`config.mk`:
```
export PLATFORM = sky130hd
export DESIGN_NAME = hs_fifo_mcfifo_flat
export DESIGN_NICKNAME = d
export VERILOG_FILES = /design/src/rtl/hs_fifo_mcfifo_if.sv /design/src/rtl/hs_fifo_mcfifo.sv /design/src/flat_wrapper.sv
export SDC_FILE = /design/constraint.sdc
export NUM_CORES = 1
export LEC_CHECK = 0
export BUFFER_PORTS_ARGS = -buffer_cell sky130_fd_sc_hd__buf_4
export CAP_MARGIN = 20
export CORE_ASPECT_RATIO = 0.75
export CORE_UTILIZATION = 45
export DETAILED_ROUTE_END_ITERATION = 7
export PLACE_DENSITY = 0.66
export SKIP_LAST_GASP = 1
export SLEW_MARGIN = 0
export SYNTH_ARGS = -nofsm -noshare
export SYNTH_HDL_FRONTEND = slang
export SYNTH_SLANG_ARGS = --single-unit
```
`constraint.sdc`:
```
create_clock -name clk -period 2.55 [get_ports clk]
set_input_delay 0.3825 -clock clk [delete_from_list [all_inputs] [get_ports clk]]
set_output_delay 0.3825 -clock clk [all_outputs]
set_load 0.01 [all_outputs]
```
`src/rtl/hs_fifo_mcfifo_if.sv`:
```
// Handshake bundle between a channelised producer/consumer and hs_fifo_mcfifo.
interface hs_fifo_mcfifo_if #(
  parameter type DATA_TYPE    = logic,
  parameter int  NUM_CHANNELS = 4,
  parameter int  CHAN_DEPTH   = 16
);
  localparam int CH_W  = (NUM_CHANNELS > 1) ? $clog2(NUM_CHANNELS) : 1;
  localparam int LVL_W = $clog2(CHAN_DEPTH + 1);

  // write side
  logic                                 wvalid;
  logic [CH_W-1:0]                      wchan;
  DATA_TYPE                             wdata;
  logic                                 wlast;
  logic                                 wdrop;
  logic                                 wready;
  // read side
  logic [CH_W-1:0]                      rchan;
  logic                                 rready;
  logic                                 rvalid;
  DATA_TYPE                             rdata;
  logic                                 rlast;
  // per-channel status
  logic [NUM_CHANNELS-1:0]              rvalid_vec;
  logic [NUM_CHANNELS-1:0]              walmost_full;
  logic [NUM_CHANNELS-1:0]              ralmost_empty;
  logic [NUM_CHANNELS-1:0][LVL_W-1:0]   level;

  modport master (
    output wvalid, wchan, wdata, wlast, wdrop, rchan, rready,
    input  wready, rvalid, rdata, rlast, rvalid_vec, walmost_full, ralmost_empty, level
  );

  modport slave (
    input  wvalid, wchan, wdata, wlast, wdrop, rchan, rready,
    output wready, rvalid, rdata, rlast, rvalid_vec, walmost_full, ralmost_empty, level
  );
endinterface

```
`src/rtl/hs_fifo_mcfifo.sv`:
```
// Multi-channel synchronous FIFO: NUM_CHANNELS queues sharing one flop array,
// each owning a fixed CHAN_DEPTH region. Optional packet mode hides beats until
// their packet's last beat is written, and can rewind an open packet on wdrop.
module hs_fifo_mcfifo #(
  parameter type DATA_TYPE        = logic,
  parameter int  NUM_CHANNELS     = 4,
  parameter int  CHAN_DEPTH       = 16,
  parameter int  ALMOST_FULL_LVL  = CHAN_DEPTH,
  parameter int  ALMOST_EMPTY_LVL = 0,
  parameter bit  EN_PACKET_MODE   = 1'b0,
  parameter bit  EN_DROP_PACKET   = 1'b0
) (
  input logic             clk,
  input logic             aresetn,
  hs_fifo_mcfifo_if.slave fifo_if
);
  localparam int CH_W    = (NUM_CHANNELS > 1) ? $clog2(NUM_CHANNELS) : 1;
  localparam int LVL_W   = $clog2(CHAN_DEPTH + 1);
  localparam int PTR_W   = (CHAN_DEPTH > 1) ? $clog2(CHAN_DEPTH) : 1;
  localparam int ENTRIES = NUM_CHANNELS * CHAN_DEPTH;
  localparam int IDX_W   = (ENTRIES > 1) ? $clog2(ENTRIES) : 1;
  // Drop only makes sense when there is an uncommitted packet to rewind.
  localparam bit DROP_EN = EN_PACKET_MODE && EN_DROP_PACKET;

  localparam logic [LVL_W-1:0] LVL_ZERO = {LVL_W{1'b0}};
  localparam logic [LVL_W-1:0] LVL_ONE  = LVL_W'(1);
  localparam logic [PTR_W-1:0] PTR_ZERO = {PTR_W{1'b0}};
  localparam logic [PTR_W-1:0] PTR_ONE  = PTR_W'(1);
  localparam logic [CH_W-1:0]  CH_ZERO  = {CH_W{1'b0}};

  // Pointer increment with wrap at CHAN_DEPTH-1 (depth need not be a power of two).
  function automatic logic [PTR_W-1:0] ptr_inc(input logic [PTR_W-1:0] ptr);
    logic [PTR_W-1:0] nxt;
    if (int'(ptr) == CHAN_DEPTH - 1) begin
      nxt = PTR_ZERO;
    end else begin
      nxt = ptr + PTR_ONE;
    end
    return nxt;
  endfunction

  // Flat storage index of a channel's slot.
  function automatic logic [IDX_W-1:0] entry_idx(input logic [CH_W-1:0] ch,
                                                 input logic [PTR_W-1:0] ptr);
    return IDX_W'(int'(ch) * CHAN_DEPTH + int'(ptr));
  endfunction

  // True when the channel number addresses an existing queue.
  function automatic logic chan_ok(input logic [CH_W-1:0] ch);
    return int'(ch) < NUM_CHANNELS;
  endfunction

  // per-channel control state
  logic [PTR_W-1:0] wptr_q    [NUM_CHANNELS];
  logic [PTR_W-1:0] wptr_d    [NUM_CHANNELS];
  logic [PTR_W-1:0] cptr_q    [NUM_CHANNELS];
  logic [PTR_W-1:0] cptr_d    [NUM_CHANNELS];
  logic [PTR_W-1:0] rptr_q    [NUM_CHANNELS];
  logic [PTR_W-1:0] rptr_d    [NUM_CHANNELS];
  logic [LVL_W-1:0] level_q   [NUM_CHANNELS];
  logic [LVL_W-1:0] level_d   [NUM_CHANNELS];
  logic [LVL_W-1:0] clevel_q  [NUM_CHANNELS];
  logic [LVL_W-1:0] clevel_d  [NUM_CHANNELS];
  logic [LVL_W-1:0] pkt_cnt_q [NUM_CHANNELS];
  logic [LVL_W-1:0] pkt_cnt_d [NUM_CHANNELS];

  // payload storage, {wlast, wdata} split into two arrays
  DATA_TYPE data_mem_q [ENTRIES];
  logic     last_mem_q [ENTRIES];

  // decoded handshake signals
  logic                               wch_ok_s;
  logic                               rch_ok_s;
  logic [CH_W-1:0]                    wch_s;
  logic [CH_W-1:0]                    rch_s;
  logic                               drop_beat_s;
  logic                               wready_s;
  logic                               rvalid_s;
  logic                               wacc_s;
  logic                               racc_s;
  logic [IDX_W-1:0]                   wr_idx_s;
  logic [IDX_W-1:0]                   rd_idx_s;
  logic                               head_last_s;
  logic [NUM_CHANNELS-1:0]            rvalid_vec_s;
  logic [NUM_CHANNELS-1:0]            walmost_full_s;
  logic [NUM_CHANNELS-1:0]            ralmost_empty_s;
  logic [NUM_CHANNELS-1:0][LVL_W-1:0] level_s;

  // Readability per channel, from registered counters only.
  always_comb begin
    rvalid_vec_s = {NUM_CHANNELS{1'b0}};
    for (int c = 0; c < NUM_CHANNELS; c++) begin
      if (EN_PACKET_MODE) begin
        rvalid_vec_s[c] = (pkt_cnt_q[c] != LVL_ZERO);
      end else begin
        rvalid_vec_s[c] = (clevel_q[c] != LVL_ZERO);
      end
    end
  end

  // Channel decode, handshake qualification and head/tail addressing.
  always_comb begin
    wch_ok_s = chan_ok(fifo_if.wchan);
    rch_ok_s = chan_ok(fifo_if.rchan);
    if (wch_ok_s) begin
      wch_s = fifo_if.wchan;
    end else begin
      wch_s = CH_ZERO;
    end
    if (rch_ok_s) begin
      rch_s = fifo_if.rchan;
    end else begin
      rch_s = CH_ZERO;
    end
    drop_beat_s = DROP_EN && fifo_if.wdrop;
    // A drop-beat is never stored, so it is accepted even into a full channel.
    if (wch_ok_s) begin
      wready_s = (int'(level_q[wch_s]) < CHAN_DEPTH) || drop_beat_s;
    end else begin
      wready_s = 1'b0;
    end
    if (rch_ok_s) begin
      rvalid_s = rvalid_vec_s[rch_s];
    end else begin
      rvalid_s = 1'b0;
    end
    wacc_s      = fifo_if.wvalid && wready_s;
    racc_s      = rvalid_s && fifo_if.rready;
    wr_idx_s    = entry_idx(wch_s, wptr_q[wch_s]);
    rd_idx_s    = entry_idx(rch_s, rptr_q[rch_s]);
    head_last_s = last_mem_q[rd_idx_s];
  end

  // Per-channel pointer, occupancy and packet-count update.
  always_comb begin
    for (int c = 0; c < NUM_CHANNELS; c++) begin
      wptr_d[c]    = wptr_q[c];
      cptr_d[c]    = cptr_q[c];
      rptr_d[c]    = rptr_q[c];
      level_d[c]   = level_q[c];
      clevel_d[c]  = clevel_q[c];
      pkt_cnt_d[c] = pkt_cnt_q[c];

      if (wacc_s && (int'(wch_s) == c)) begin
        if (drop_beat_s) begin
          // Rewind to the last commit point; uncommitted span = level - clevel.
          wptr_d[c]  = cptr_q[c];
          level_d[c] = clevel_q[c];
        end else begin
          wptr_d[c]  = ptr_inc(wptr_q[c]);
          level_d[c] = level_q[c] + LVL_ONE;
          if (!EN_PACKET_MODE) begin
            cptr_d[c]   = ptr_inc(cptr_q[c]);
            clevel_d[c] = clevel_q[c] + LVL_ONE;
          end else if (fifo_if.wlast) begin
            // Everything written so far, including this beat, becomes committed.
            cptr_d[c]    = ptr_inc(wptr_q[c]);
            clevel_d[c]  = level_q[c] + LVL_ONE;
            pkt_cnt_d[c] = pkt_cnt_q[c] + LVL_ONE;
          end else begin
            cptr_d[c] = cptr_q[c];
          end
        end
      end else begin
        wptr_d[c] = wptr_q[c];
      end

      if (racc_s && (int'(rch_s) == c)) begin
        rptr_d[c]   = ptr_inc(rptr_q[c]);
        level_d[c]  = level_d[c] - LVL_ONE;
        clevel_d[c] = clevel_d[c] - LVL_ONE;
        if (EN_PACKET_MODE && head_last_s) begin
          pkt_cnt_d[c] = pkt_cnt_d[c] - LVL_ONE;
        end else begin
          pkt_cnt_d[c] = pkt_cnt_d[c];
        end
      end else begin
        rptr_d[c] = rptr_q[c];
      end
    end
  end

  // Status vectors decoded from registered state.
  always_comb begin
    walmost_full_s  = {NUM_CHANNELS{1'b0}};
    ralmost_empty_s = {NUM_CHANNELS{1'b0}};
    level_s         = {(NUM_CHANNELS*LVL_W){1'b0}};
    for (int c = 0; c < NUM_CHANNELS; c++) begin
      walmost_full_s[c]  = int'(level_q[c]) >= ALMOST_FULL_LVL;
      ralmost_empty_s[c] = !rvalid_vec_s[c] || (int'(clevel_q[c]) <= ALMOST_EMPTY_LVL);
      level_s[c]         = level_q[c];
    end
  end

  // Drive the interface outputs.
  always_comb begin
    fifo_if.wready        = wready_s;
    fifo_if.rvalid        = rvalid_s;
    fifo_if.rdata         = data_mem_q[rd_idx_s];
    fifo_if.rlast         = head_last_s;
    fifo_if.rvalid_vec    = rvalid_vec_s;
    fifo_if.walmost_full  = walmost_full_s;
    fifo_if.ralmost_empty = ralmost_empty_s;
    fifo_if.level         = level_s;
  end

  // Control state register; synchronous active-low reset empties every queue.
  always_ff @(posedge clk) begin
    if (!aresetn) begin
      for (int c = 0; c < NUM_CHANNELS; c++) begin
        wptr_q[c]    <= PTR_ZERO;
        cptr_q[c]    <= PTR_ZERO;
        rptr_q[c]    <= PTR_ZERO;
        level_q[c]   <= LVL_ZERO;
        clevel_q[c]  <= LVL_ZERO;
        pkt_cnt_q[c] <= LVL_ZERO;
      end
    end else begin
      for (int c = 0; c < NUM_CHANNELS; c++) begin
        wptr_q[c]    <= wptr_d[c];
        cptr_q[c]    <= cptr_d[c];
        rptr_q[c]    <= rptr_d[c];
        level_q[c]   <= level_d[c];
        clevel_q[c]  <= clevel_d[c];
        pkt_cnt_q[c] <= pkt_cnt_d[c];
      end
    end
  end

  // Payload storage write; not reset, pointers alone define valid contents.
  always_ff @(posedge clk) begin
    if (wacc_s && !drop_beat_s) begin
      data_mem_q[wr_idx_s] <= fifo_if.wdata;
      last_mem_q[wr_idx_s] <= fifo_if.wlast;
    end
  end
endmodule

```
`src/flat_wrapper.sv`:
```
// flat-port wrapper written by rule: the top's interface ports become plain ports
module hs_fifo_mcfifo_flat 
#(
  parameter type DATA_TYPE        = logic,
  parameter int  NUM_CHANNELS     = 4,
  parameter int  CHAN_DEPTH       = 16,
  parameter int  ALMOST_FULL_LVL  = CHAN_DEPTH,
  parameter int  ALMOST_EMPTY_LVL = 0,
  parameter bit  EN_PACKET_MODE   = 1'b0,
  parameter bit  EN_DROP_PACKET   = 1'b0
)
  (clk, aresetn, fifo_if_wvalid, fifo_if_wchan, fifo_if_wdata, fifo_if_wlast, fifo_if_wdrop, fifo_if_rchan, fifo_if_rready, fifo_if_wready, fifo_if_rvalid, fifo_if_rdata, fifo_if_rlast, fifo_if_rvalid_vec, fifo_if_walmost_full, fifo_if_ralmost_empty, fifo_if_level);
  hs_fifo_mcfifo_if #(.DATA_TYPE(DATA_TYPE), .NUM_CHANNELS(NUM_CHANNELS), .CHAN_DEPTH(CHAN_DEPTH)) fifo_if_i ();
  input logic clk;
  input logic aresetn;
  input wire logic [$bits(fifo_if_i.wvalid)-1:0] fifo_if_wvalid;
  input wire logic [$bits(fifo_if_i.wchan)-1:0] fifo_if_wchan;
  input wire logic [$bits(fifo_if_i.wdata)-1:0] fifo_if_wdata;
  input wire logic [$bits(fifo_if_i.wlast)-1:0] fifo_if_wlast;
  input wire logic [$bits(fifo_if_i.wdrop)-1:0] fifo_if_wdrop;
  input wire logic [$bits(fifo_if_i.rchan)-1:0] fifo_if_rchan;
  input wire logic [$bits(fifo_if_i.rready)-1:0] fifo_if_rready;
  output wire logic [$bits(fifo_if_i.wready)-1:0] fifo_if_wready;
  output wire logic [$bits(fifo_if_i.rvalid)-1:0] fifo_if_rvalid;
  output wire logic [$bits(fifo_if_i.rdata)-1:0] fifo_if_rdata;
  output wire logic [$bits(fifo_if_i.rlast)-1:0] fifo_if_rlast;
  output wire logic [$bits(fifo_if_i.rvalid_vec)-1:0] fifo_if_rvalid_vec;
  output wire logic [$bits(fifo_if_i.walmost_full)-1:0] fifo_if_walmost_full;
  output wire logic [$bits(fifo_if_i.ralmost_empty)-1:0] fifo_if_ralmost_empty;
  output wire logic [$bits(fifo_if_i.level)-1:0] fifo_if_level;
  assign fifo_if_i.wvalid = fifo_if_wvalid;
  assign fifo_if_i.wchan = fifo_if_wchan;
  assign fifo_if_i.wdata = fifo_if_wdata;
  assign fifo_if_i.wlast = fifo_if_wlast;
  assign fifo_if_i.wdrop = fifo_if_wdrop;
  assign fifo_if_i.rchan = fifo_if_rchan;
  assign fifo_if_i.rready = fifo_if_rready;
  assign fifo_if_wready = fifo_if_i.wready;
  assign fifo_if_rvalid = fifo_if_i.rvalid;
  assign fifo_if_rdata = fifo_if_i.rdata;
  assign fifo_if_rlast = fifo_if_i.rlast;
  assign fifo_if_rvalid_vec = fifo_if_i.rvalid_vec;
  assign fifo_if_walmost_full = fifo_if_i.walmost_full;
  assign fifo_if_ralmost_empty = fifo_if_i.ralmost_empty;
  assign fifo_if_level = fifo_if_i.level;
  hs_fifo_mcfifo #(.DATA_TYPE(DATA_TYPE), .NUM_CHANNELS(NUM_CHANNELS), .CHAN_DEPTH(CHAN_DEPTH), .ALMOST_FULL_LVL(ALMOST_FULL_LVL), .ALMOST_EMPTY_LVL(ALMOST_EMPTY_LVL), .EN_PACKET_MODE(EN_PACKET_MODE), .EN_DROP_PACKET(EN_DROP_PACKET)) u_core (.clk(clk), .aresetn(aresetn), .fifo_if(fifo_if_i));
endmodule
```
Word level (Yosys, flattened, before mapping)
Memory sizes are Yosys's and may differ from the RTL's.
Index checks and enable logic that the tools add are counted.
- add/subtract/negate cells: 26
- $lt $le $gt $ge: 10
- equal/unequal tests: 14
- mux-type cells: 54
- bitwise logic cells: 16
- reduce and logical (&&, ||, !) cells: 24
- operators by type and width (operator ; count):
    $mux 5 ; 24
    $mux 4 ; 24
    $add 5x1->5 const B ; 8
    $sub 5x1->5 const B ; 8
    $add 4x1->4 const B ; 8
    $eq 4x1->1 const B ; 8
    $ge 5x5->1 const B ; 4
    $le 5x1->1 const B ; 4
    $reduce_bool 5->1 ; 4
    $or 1x1->1 ; 16
    $add 6x4->6 ; 2
    $logic_and 1x1->1 ; 10
    $eq 2x2->1 const B ; 4
    $lt 5x5->1 const B ; 1
    $mux 1 ; 5
    $eq 2x1->1 const B ; 2
    $logic_not 1->1 ; 4
    $logic_not 2->1 ; 2
    $logic_or 1x1->1 ; 4
    $lt 2x3->1 const B ; 1
    $bmux 1 s2 ; 1
- bits in registers: 0
- RAM bits: 200
- output and inout bits: 36
- memories: 6
- memories (memory ; depth ; width ; rd ports ; clocked after Yosys merged registers in ; write ports ; RTL line ; text):
    u_core.data_mem_q ; 64 ; 1 ; 1 ; 0 ; 1 ; hs_fifo_mcfifo.sv:68 ; DATA_TYPE data_mem_q [ENTRIES];
    u_core.last_mem_q ; 64 ; 1 ; 1 ; 0 ; 1 ; hs_fifo_mcfifo.sv:69 ; logic last_mem_q [ENTRIES];
    u_core.clevel_q ; 4 ; 5 ; 4 ; 0 ; 4 ; hs_fifo_mcfifo.sv:62 ; logic [LVL_W-1:0] clevel_q [NUM_CHANNELS];
    u_core.level_q ; 4 ; 5 ; 5 ; 0 ; 4 ; hs_fifo_mcfifo.sv:60 ; logic [LVL_W-1:0] level_q [NUM_CHANNELS];
    u_core.rptr_q ; 4 ; 4 ; 5 ; 0 ; 4 ; hs_fifo_mcfifo.sv:58 ; logic [PTR_W-1:0] rptr_q [NUM_CHANNELS];
    u_core.wptr_q ; 4 ; 4 ; 5 ; 0 ; 4 ; hs_fifo_mcfifo.sv:54 ; logic [PTR_W-1:0] wptr_q [NUM_CHANNELS];

Logic depth before layout (Yosys ltp)
Gate-level depths: netlist of the first run.
An unclocked memory read counts as a cell.
- depth in word-level cells: 8
- gate-level depth with buffers: 10
- gate-level depth less buffers: 9

Worst setup path after synthesis of the first run
Ideal clock, no wire load.
- kind: in2out
- from: input fifo_if_rchan[1]
- to: output fifo_if_rlast
- arrival: 2226 ps
- setup slack: -59 ps
- stages: 9
- buffers on the path: 3
- path through: buf_6 mux4_2 buf_2 buf_4 mux4_2 mux2_4 o21ai_2 nand2_1 and4_1
- longest elaborated chain between the ends: 3
- RTL lines (element ; RTL line ; text):
    from (decl) ; flat_wrapper.sv:21 ; input wire logic [$bits(fifo_if_i.rchan)-1:0] fifo_if_rchan;
    $mem_v2 4x4 ; -- ;
    $add 6x4->6 * ; hs_fifo_mcfifo.sv:45 ; return IDX_W'(int'(ch) * CHAN_DEPTH + int'(ptr));
    $mem_v2 64x1 * ; -- ;
    to (decl) ; flat_wrapper.sv:26 ; output wire logic [$bits(fifo_if_i.rlast)-1:0] fifo_if_rlast;
Every way passes the cells marked *; elsewhere a longest branch is shown, timed or not.

==> results of run 1 <==
[per-layer routing]
layer | global-route usage | up-vias | routed length [um]
li1 | - | 3296 | -
met1 | 0.3269 | 3328 | 11630
met2 | 0.3024 | 229 | 9784
met3 | 0.03992 | 22 | 1676
met4 | 0.05357 | 0 | 242
met5 | 0 | - | 0
[final timing paths]
check                                                 startpoint                               end  cells past startpoint  slack (ns)
worst max register to register  u_core.wptr_q[2][0]$_SDFFE_PN0P_   u_core.last_mem_q[30]$_DFFE_PP_                      4        0.45
worst min register to register  u_core.wptr_q[3][1]$_SDFFE_PN0P_  u_core.wptr_q[3][1]$_SDFFE_PN0P_                      2        0.54
worst max-delay path            u_core.rptr_q[3][0]$_SDFFE_PN0P_                     fifo_if_rdata                      8       -0.60
worst min-delay path                            fifo_if_wchan[1]  u_core.wptr_q[1][3]$_SDFFE_PN0P_                      3        0.33
[report_power, final]
group / total, uW / internal, uW / switching (uW)
Sequential: 3530 / 3480 / 48.1
Clock: 2750 / 1350 / 1410
Combinational: 715 / 339 / 376
[state kept, by name, summed over array words and instances (netlist names)]
register and cells:
u_core.level_q 20, u_core.rptr_q 16, u_core.last_mem_q 64, u_core.data_mem_q 64, u_core.wptr_q 16, u_core.clevel_q 20
[critical path, stage by stage (launching register included)]
cell and delay, ns:
dfxtp_1 0.33, mux4_2 0.51, buf_12 0.18, buf_12 0.13
mux4_2 0.45, nor3_1 0.23, o21ai_1 0.10, and4b_1 0.24
buf_6 0.13
[per-stage QoR]
stage	setup WS (ns)	std cells	total power (uW)	hold slack, ns	TNS, ns
2_1_floorplan	-0.004724	866	3977	0.4708	-0.004724
3_3_place_gp	-0.3674	1212	4234	0.5166	-0.7264
3_5_place_dp	-0.4137	1212	4242	0.5179	-0.7692
4_1_cts	-0.5869	1253	7000	0.3190	-1.158
5_1_grt	-0.6700	1261	7229	0.3521	-1.359
6_report	-0.5988	1261	7000	0.3316	-1.162
[cells in the final DEF (no fill, tap or decap), types with 4 or more instances in the layout]
master       n
inv_2        4
xor2_1      36
buf_4      113
nand2_1     93
nand3_1     17
nor2_1      80
inv_8        7
clkbuf_16   18
xnor2_1     32
nand4_1     37
mux4_2      17
a31oi_1      6
buf_16       4
a211oi_2     5
a211oi_1     5
and2_1      49
a21oi_1     16
buf_12       5
o21ai_1      5
mux2i_1     47
dfxtp_2      7
edfxtp_1   128
dfxtp_1     62
o21ai_0     16
or4b_4       4
a21boi_0     6
inv_1       19
nand2b_1     5
a311oi_1     4
a41oi_1      4
and3_1      12
ha_1        30
nor2b_1     19
buf_6        4
[final cells by class]
class,count,share of cell area
Clock buffer,17,0.03594
Clock inverter,15,0.01512
Inverter,23,0.007294
Multi-Input combinational cell,591,0.3677
Sequential cell,200,0.4482
Tap cell,288,0.03044
Timing Repair Buffer,127,0.09535
[cell families after synthesis]
group,Yosys count,synth area share
AND/OR/NAND/NOR,328,0.1661
buffers and inverters,75,0.03515
adder cells (fa/ha/maj),32,0.04076
flip-flops,200,0.5380
AO/OA/AOI/OAI,89,0.05974
multiplexers,74,0.09961
XOR/XNOR,68,0.06063
[cells in the mapped netlist, types with 21 or more instances]
library cell	n	area, sq um
and2_1	49	306.5
clkbuf_1	28	105.1
dfxtp_1	72	1441
edfxtp_1	128	3844
ha_1	32	400.4
inv_1	23	86.33
mux2i_1	52	520.5
nand2_1	93	349.1
nand4_1	37	231.5
nor2_1	80	300.3
nor2b_1	21	131.4
xnor2_1	32	280.3
xor2_1	36	315.3
[what timing repair did]
| item | in CTS | in global routing |
|---|---|---|
| setup endpoints to repair | 3 | 3 |
| pin swaps | 9 | 13 |
| endpoints found under the hold margin | 0 | 0 |
| cloned | 4 | 1 |
| setup buffers | 5 | 7 |
| gates resized for setup | 29 | 26 |
==> results.cfg, run 1 <==
[clock_tree]
numCtsBuffers = 17
cts_tree = done
clkTransAtPathRegs_ns = 0.08
cts_hold_buf = 0
clk_latency_ns = 0.45
cts_max_path_buffers = 2
cts.sinks = 200
htreeDepth = 4
cts-root-buf = clkbuf_16

[setup_path]
required_ns = 2.17
worst-path-max-fanout = 16
cp-start-kind = register
endpoint_kind = output port
crit_type = reg -> out
critPathArrivalTime_ns = 2.77

[cells_and_area]
multiInputGateArea_sq_um = 4352
finalNetCount = 1003
fillCellCount = 1820
insertedDiodeCount = 0
syn2layout_area_growth_pct = 20.49
final_util = 0.5558
fin_area_sq_um = 11840
regArea_sq_um = 5305
layout-drive-gt1-share = 0.2282

[sta]
tightestPinTransition_ns = 0.6612
rsz0062_at_grt = true
relSlewSlack = 0.5563
finalSetupViolations = 2
slew_violations = 0
fin_skew_ns = 0.008757
hold_viol = 0
min_period_ns = 3.149
fin_crit_sh = 1.235
fin_ws_ns = -0.5988
max_freq_ghz = 0.3176

[run_status]
status = finished, violations left
violations = negative setup slack

[min_path]
hp-class = in -> reg

[logic_synthesis]
syn-num-nets = 909
netlist_area_sq_um = 9823
ys_seq_area_frac = 0.5380
syn_area_per_cell_sq_um = 11.34
ys.flop_type = edfxtp_1
async_reset_ff_frac = 0
synth-edff-count = 128
synthCells = 866
synth.distinct_cells = 56
ys_warn_count = 0
ys_ff_latch = 200

[global_routing]
grt_usage = 0.2116
grt_max_degree = 73
grt_pass1_vias = 6334
grt_pass1_wl_mm = 35.85
antenna_found_initial = 0
grt_overflow = 0

[floorplanning]
dieArea_sq_um = 22430
die_width_um = 172.6
initial_utilization = 0.4613
io_pins = 47
coreArea_sq_um = 21300
dieHeight_um = 130.0
row_count = 46

[placed_design]
gp_congestion = 0.8420
place_area_sq_um = 10830
io_buffers = 45
hpwlAfterDp_mm = 15.16

[power]
p_per_area_nw_per_um2 = 591.4
leakagePower_uw = 0.004164
ir_drop_mv = 0.4163

[drt]
vias_per_cell = 5.452
ant_nets = 0
route.detailed.drc = 0
wl_mm = 23.33
dr.first_iter.drc_count = 698
drtPass1Iterations = 5
wire_per_inst_um = 18.50
vias = 6875

[job]
cap_violations = 0
Note: power is estimated with default switching activity, not from simulation.
==> inputs of run 2 (changes only) <==
--- a/config.mk
+++ b/config.mk
@@ -8,7 +8,9 @@
 export BUFFER_PORTS_ARGS = -buffer_cell sky130_fd_sc_hd__buf_4
 export CAP_MARGIN = 20
 export CORE_ASPECT_RATIO = 0.75
+export CORE_MARGIN = 2
 export CORE_UTILIZATION = 45
+export CTS_BUF_LIST = sky130_fd_sc_hd__clkbuf_4 sky130_fd_sc_hd__clkbuf_8
 export DETAILED_ROUTE_END_ITERATION = 7
 export PLACE_DENSITY = 0.66
 export SKIP_LAST_GASP = 1
==> results.cfg, run 2 (synthesized netlist as in run 1, its figures left out) <==
[placed_design]
dp_slack_ns = -0.4861
gp_congestion = 0.8244
io_buffers = 45
hpwlAfterDp_mm = 15.18

[global_routing]
grt_pass1_wl_mm = 34.71
grt_usage = 0.1950
grt_pass1_vias = 6334
antenna_found_initial = 0
grt_max_degree = 73
grt_overflow = 0

[sta]
max_freq_ghz = 0.3133
finalSetupViolations = 2
fin_skew_ns = 0.01780
min_period_ns = 3.192
slew_violations = 0
hold_viol = 0
fin_crit_sh = 1.252
rsz0062_at_grt = true
relSlewSlack = 0.5632
tightestPinTransition_ns = 0.6553
whs_ns = 0.2662
fin_ws_ns = -0.6423

[cells_and_area]
final_common_cell = edfxtp_1
insertedDiodeCount = 0
final_cell_mix = 128 x edfxtp_1, 118 x buf_4, 93 x nand2_1, 80 x nor2_1, 62 x dfxtp_1
reg.largest.list = u_core.data_mem_q: 64 flops, u_core.last_mem_q: 64 flops
syn2layout_area_growth_pct = 18.51
layout-drive-gt1-share = 0.2237
finalNetCount = 1009

[power]
ir_drop_mv = 0.2635
p_total_uw = 6468
leakagePower_uw = 0.004097
p_per_area_nw_per_um2 = 555.6

[floorplanning]
die_width_um = 174.6
row_count = 46
io_pins = 47
dieHeight_um = 132.0
dieArea_sq_um = 23040
initial_utilization = 0.4613
coreArea_sq_um = 21300

[clock_tree]
clk_latency_ns = 0.50
numCtsBuffers = 17
clkTransAtPathRegs_ns = 0.12
cts-root-buf = clkbuf_8
cts_max_path_buffers = 2
cts.sinks = 200
htreeDepth = 4
cts_tree = done

[setup_path]
r2r_start = u_core.level_q[0][4]$_SDFF_PN0_
cp-start-kind = register
r2r_cells = 7
r2r_setup_slack_ns = 0.35
endpoint_kind = output port
critPathArrivalTime_ns = 2.81
worst-path-max-fanout = 8
reg2reg_to = u_core.clevel_q[0][4]$_SDFF_PN0_
required_ns = 2.17
crit_type = reg -> out

[run_status]
status = finished, violations left
violations = negative setup slack

[drt]
wl_mm = 22.70
vias = 6883
drtPass1Iterations = 5
route.detailed.drc = 0
ant_nets = 0
vias_per_cell = 5.433
wire_per_inst_um = 17.92
dr.first_iter.drc_count = 524

[job]
cap_violations = 0

[min_path]
hp-start = fifo_if_wchan[1]
hp-class = in -> reg
holdPathStages = 3
min_delay_worst_endpoint = u_core.wptr_q[1][3]$_SDFFE_PN0P_
run 2: cell types whose count changed in the layout (fill, tap and decap cells not counted), sizes merged:
cell	before	now
buf	126	132
clkbuf	18	20
inv	33	31
bufinv	0	2
clkinv	5	3
run 2: how the worst max path moves through the flow:
stage / startpoint / to / slack (ns) / cells past startpoint
6_report: u_core.rptr_q[3][0]$_SDFFE_PN0P_ / fifo_if_rlast / -0.64 / 8
2_1_floorplan: fifo_if_rchan[1] / fifo_if_rlast / -0.005 / 8
4_1_cts: u_core.rptr_q[3][0]$_SDFFE_PN0P_ / fifo_if_rlast / -0.68 / 9
5_1_grt: u_core.rptr_q[3][1]$_SDFFE_PN0P_ / fifo_if_rlast / -0.73 / 10
3_5_place_dp: fifo_if_rchan[1] / fifo_if_rlast / -0.49 / 10
3_3_place_gp: fifo_if_rchan[1] / fifo_if_rlast / -0.37 / 10
run 2: area by class of cell:
type	count	area, sq um
repair buffers	133	1146
fillers	1843	9654
inverters	23	88.84
multi-input cells	591	4303
flip-flops and latches	200	5303
clock inverters	13	178.9
clock buffers	19	261.5
well taps	288	360.3
run 2: routing by layer:
layer	GRT usage	up-vias	share of wire
li1	-	3294	-
met1	0.3004	3346	0.49
met2	0.2831	222	0.43
met3	0.03316	21	0.064
met4	0.05278	0	0.011
met5	0	-	0
run 2: critical path, stage by stage (launching register included):
cell	delay, ns
dfxtp_2	0.34
mux4_2	0.53
buf_12	0.18
buf_4	0.15
mux4_2	0.41
a31oi_1	0.23
o211ai_1	0.15
and4_4	0.21
buf_6	0.11
run 2: power by group:
| group | switching, uW | total, uW | internal (uW) |
|---|---|---|---|
| Sequential | 46.6 | 3530 | 3480 |
| Combinational | 377 | 717 | 340 |
| Clock | 1240 | 2220 | 981 |
| Total | 1660 | 6470 | 4800 |
run 2: stage by stage:
step	utilization	area [sq um]	setup TNS [ns]	cells
after floorplan	-	9844	-0.004724	866
after global placement	0.5120	10900	-0.7141	1219
after detailed placement	0.5120	10900	-0.8804	1219
after CTS	0.5394	11490	-1.339	1259
after global routing	0.5467	11640	-1.469	1267
final	0.5467	11640	-1.278	1267
run 2: timing repair:
| item | in CTS | in global routing |
|---|---|---|
| pin swaps | 3 | 10 |
| buffers inserted | 7 | 8 |
| gates cloned | 1 | 2 |
| hold buffers | 0 | 0 |
| resized for setup | 22 | 21 |
| endpoints found under the setup margin | 3 | 3 |
==> inputs of run 3 (changes only) <==
--- a/config.mk
+++ b/config.mk
@@ -12,6 +12,7 @@
 export CORE_UTILIZATION = 45
 export CTS_BUF_LIST = sky130_fd_sc_hd__clkbuf_4 sky130_fd_sc_hd__clkbuf_8
 export DETAILED_ROUTE_END_ITERATION = 7
+export MAX_ROUTING_LAYER = met4
 export PLACE_DENSITY = 0.66
 export SKIP_LAST_GASP = 1
 export SLEW_MARGIN = 0
==> results.cfg, run 3 (synthesized netlist as in run 1, its figures left out) <==
[cells_and_area]
final_common_cell = edfxtp_1
fillCellCount = 1829
layout-drive-gt1-share = 0.2323
syn2layout_area_growth_pct = 19.12
reg.largest.list = u_core.data_mem_q: 64 flops, u_core.last_mem_q: 64 flops
insertedDiodeCount = 0
finalNetCount = 1007
final_cell_mix = 128 x edfxtp_1, 113 x buf_4, 93 x nand2_1, 80 x nor2_1, 62 x dfxtp_1

[drt]
vias = 6915
drtPass1Iterations = 5
wire_per_inst_um = 18.06
wl_mm = 22.85
route.detailed.drc = 0
ant_nets = 0
vias_per_cell = 5.466
dr.first_iter.drc_count = 551

[clock_tree]
clk_latency_ns = 0.49
cts_max_path_buffers = 2
htreeDepth = 4
cts-root-buf = clkbuf_8
clkTransAtPathRegs_ns = 0.12
cts.sinks = 200
cts_tree = done
numCtsBuffers = 17

[sta]
whs_ns = 0.2747
rsz0062_at_grt = true
finalSetupViolations = 2
fin_crit_sh = 1.278
min_period_ns = 3.259
max_freq_ghz = 0.3069
fin_skew_ns = 0.02142
hold_viol = 0
relSlewSlack = 0.5718
fin_ws_ns = -0.7086
slew_violations = 0
tightestPinTransition_ns = 0.6380

[floorplanning]
io_pins = 47
die_width_um = 174.6
coreArea_sq_um = 21300
initial_utilization = 0.4613
dieArea_sq_um = 23040
row_count = 46
dieHeight_um = 132.0

[placed_design]
gp_congestion = 0.8369
hpwlAfterDp_mm = 15.18
io_buffers = 45

[setup_path]
cp-start-kind = register
r2r_cells = 7
critPathArrivalTime_ns = 2.88
r2r_setup_slack_ns = 0.36
worst-path-max-fanout = 7
reg2reg_to = u_core.clevel_q[0][4]$_SDFF_PN0_
crit_type = reg -> out
endpoint_kind = output port
required_ns = 2.17
r2r_start = u_core.level_q[0][4]$_SDFF_PN0_

[run_status]
violations = negative setup slack
status = finished, violations left

[global_routing]
grt_usage = 0.2009
antenna_found_initial = 0
grt_overflow = 0
grt_pass1_wl_mm = 34.69
grt_pass1_vias = 6338
grt_max_degree = 73

[min_path]
hp-class = in -> reg
holdPathStages = 3
hp-start = fifo_if_wchan[1]
min_delay_worst_endpoint = u_core.wptr_q[1][3]$_SDFFE_PN0P_

[power]
p_per_area_nw_per_um2 = 552.2
leakagePower_uw = 0.004102
ir_drop_mv = 0.2600
p_total_uw = 6461

[job]
cap_violations = 0
[run 3: cell count changes in the layout (fill, tap and decap cells not counted), moves of 2 or more]
cell | before | now
buf_4 | 118 | 113
nor2b_1 | 21 | 19
mux2i_1 | 51 | 46
mux2i_2 | 1 | 5
nor2b_2 | 0 | 2
[run 3: what timing repair did]
item                                    in CTS  in global routing
hold buffers                                 0                  0
buffers inserted                             7                  5
pin swaps                                    3                 14
gates cloned                                 1                  2
endpoints found under the setup margin       3                  3
resized for setup                           22                 36
[run 3: critical path: stages, from the launching register on]
cell and delay [ns]:
dfxtp_2 0.34, mux4_2 0.59, buf_12 0.21, buf_4 0.15, mux2i_2 0.20, nand2_1 0.10, a32oi_1 0.22, a41o_1 0.19
nand2_1 0.06, and4b_1 0.21, buf_6 0.13
[run 3: worst max path at each step]
stage	startpoint	cells past startpoint	slack, ns	to
2_1_floorplan	fifo_if_rchan[1]	8	-0.005	fifo_if_rlast
3_5_place_dp	fifo_if_rchan[1]	10	-0.49	fifo_if_rlast
6_report	u_core.rptr_q[3][1]$_SDFFE_PN0P_	10	-0.71	fifo_if_rdata
3_3_place_gp	fifo_if_rchan[1]	10	-0.37	fifo_if_rlast
4_1_cts	u_core.rptr_q[3][0]$_SDFFE_PN0P_	9	-0.68	fifo_if_rlast
5_1_grt	u_core.rptr_q[3][1]$_SDFFE_PN0P_	9	-0.78	fifo_if_rlast
[run 3: area by class of cell]
cell class / count / area [sq um] / share of cell area
Sequential cell: 200 / 5303 / 0.4532
Timing Repair Buffer: 131 / 1160 / 0.09912
Clock inverter: 13 / 178.9 / 0.01529
Tap cell: 288 / 360.3 / 0.03080
Clock buffer: 19 / 261.5 / 0.02235
Inverter: 23 / 88.84 / 0.007592
Multi-Input combinational cell: 591 / 4349 / 0.3717
[run 3: where the power goes]
group	total [uW]	switching, uW	internal (uW)
Sequential	3530	46.8	3480
Combinational	720	378	341
Clock	2210	1230	981
Total	6460	1660	4810
[run 3: metal layers]
metal	vias to the layer above	track usage	wire [um]
met2	238	0.2837	9865
met4	0	0.05278	287
met3	34	0.03287	1593
met1	3349	0.2998	11100
li1	3294	-	-
met5	-	-	0
[run 3: metrics by stage]
step / setup WS [ns] / util / instance area [sq um] / std cells / TNS, ns
CTS: -0.6806 / 0.5394 / 11490 / 1259 / -1.339
finish: -0.7086 / 0.5495 / 11700 / 1265 / -1.378
global placement: -0.3670 / 0.5120 / 10900 / 1219 / -0.7141
detailed placement: -0.4861 / 0.5120 / 10900 / 1219 / -0.8804
global route: -0.7793 / 0.5495 / 11700 / 1265 / -1.556
floorplan: -0.004724 / - / 9844 / 866 / -0.004724
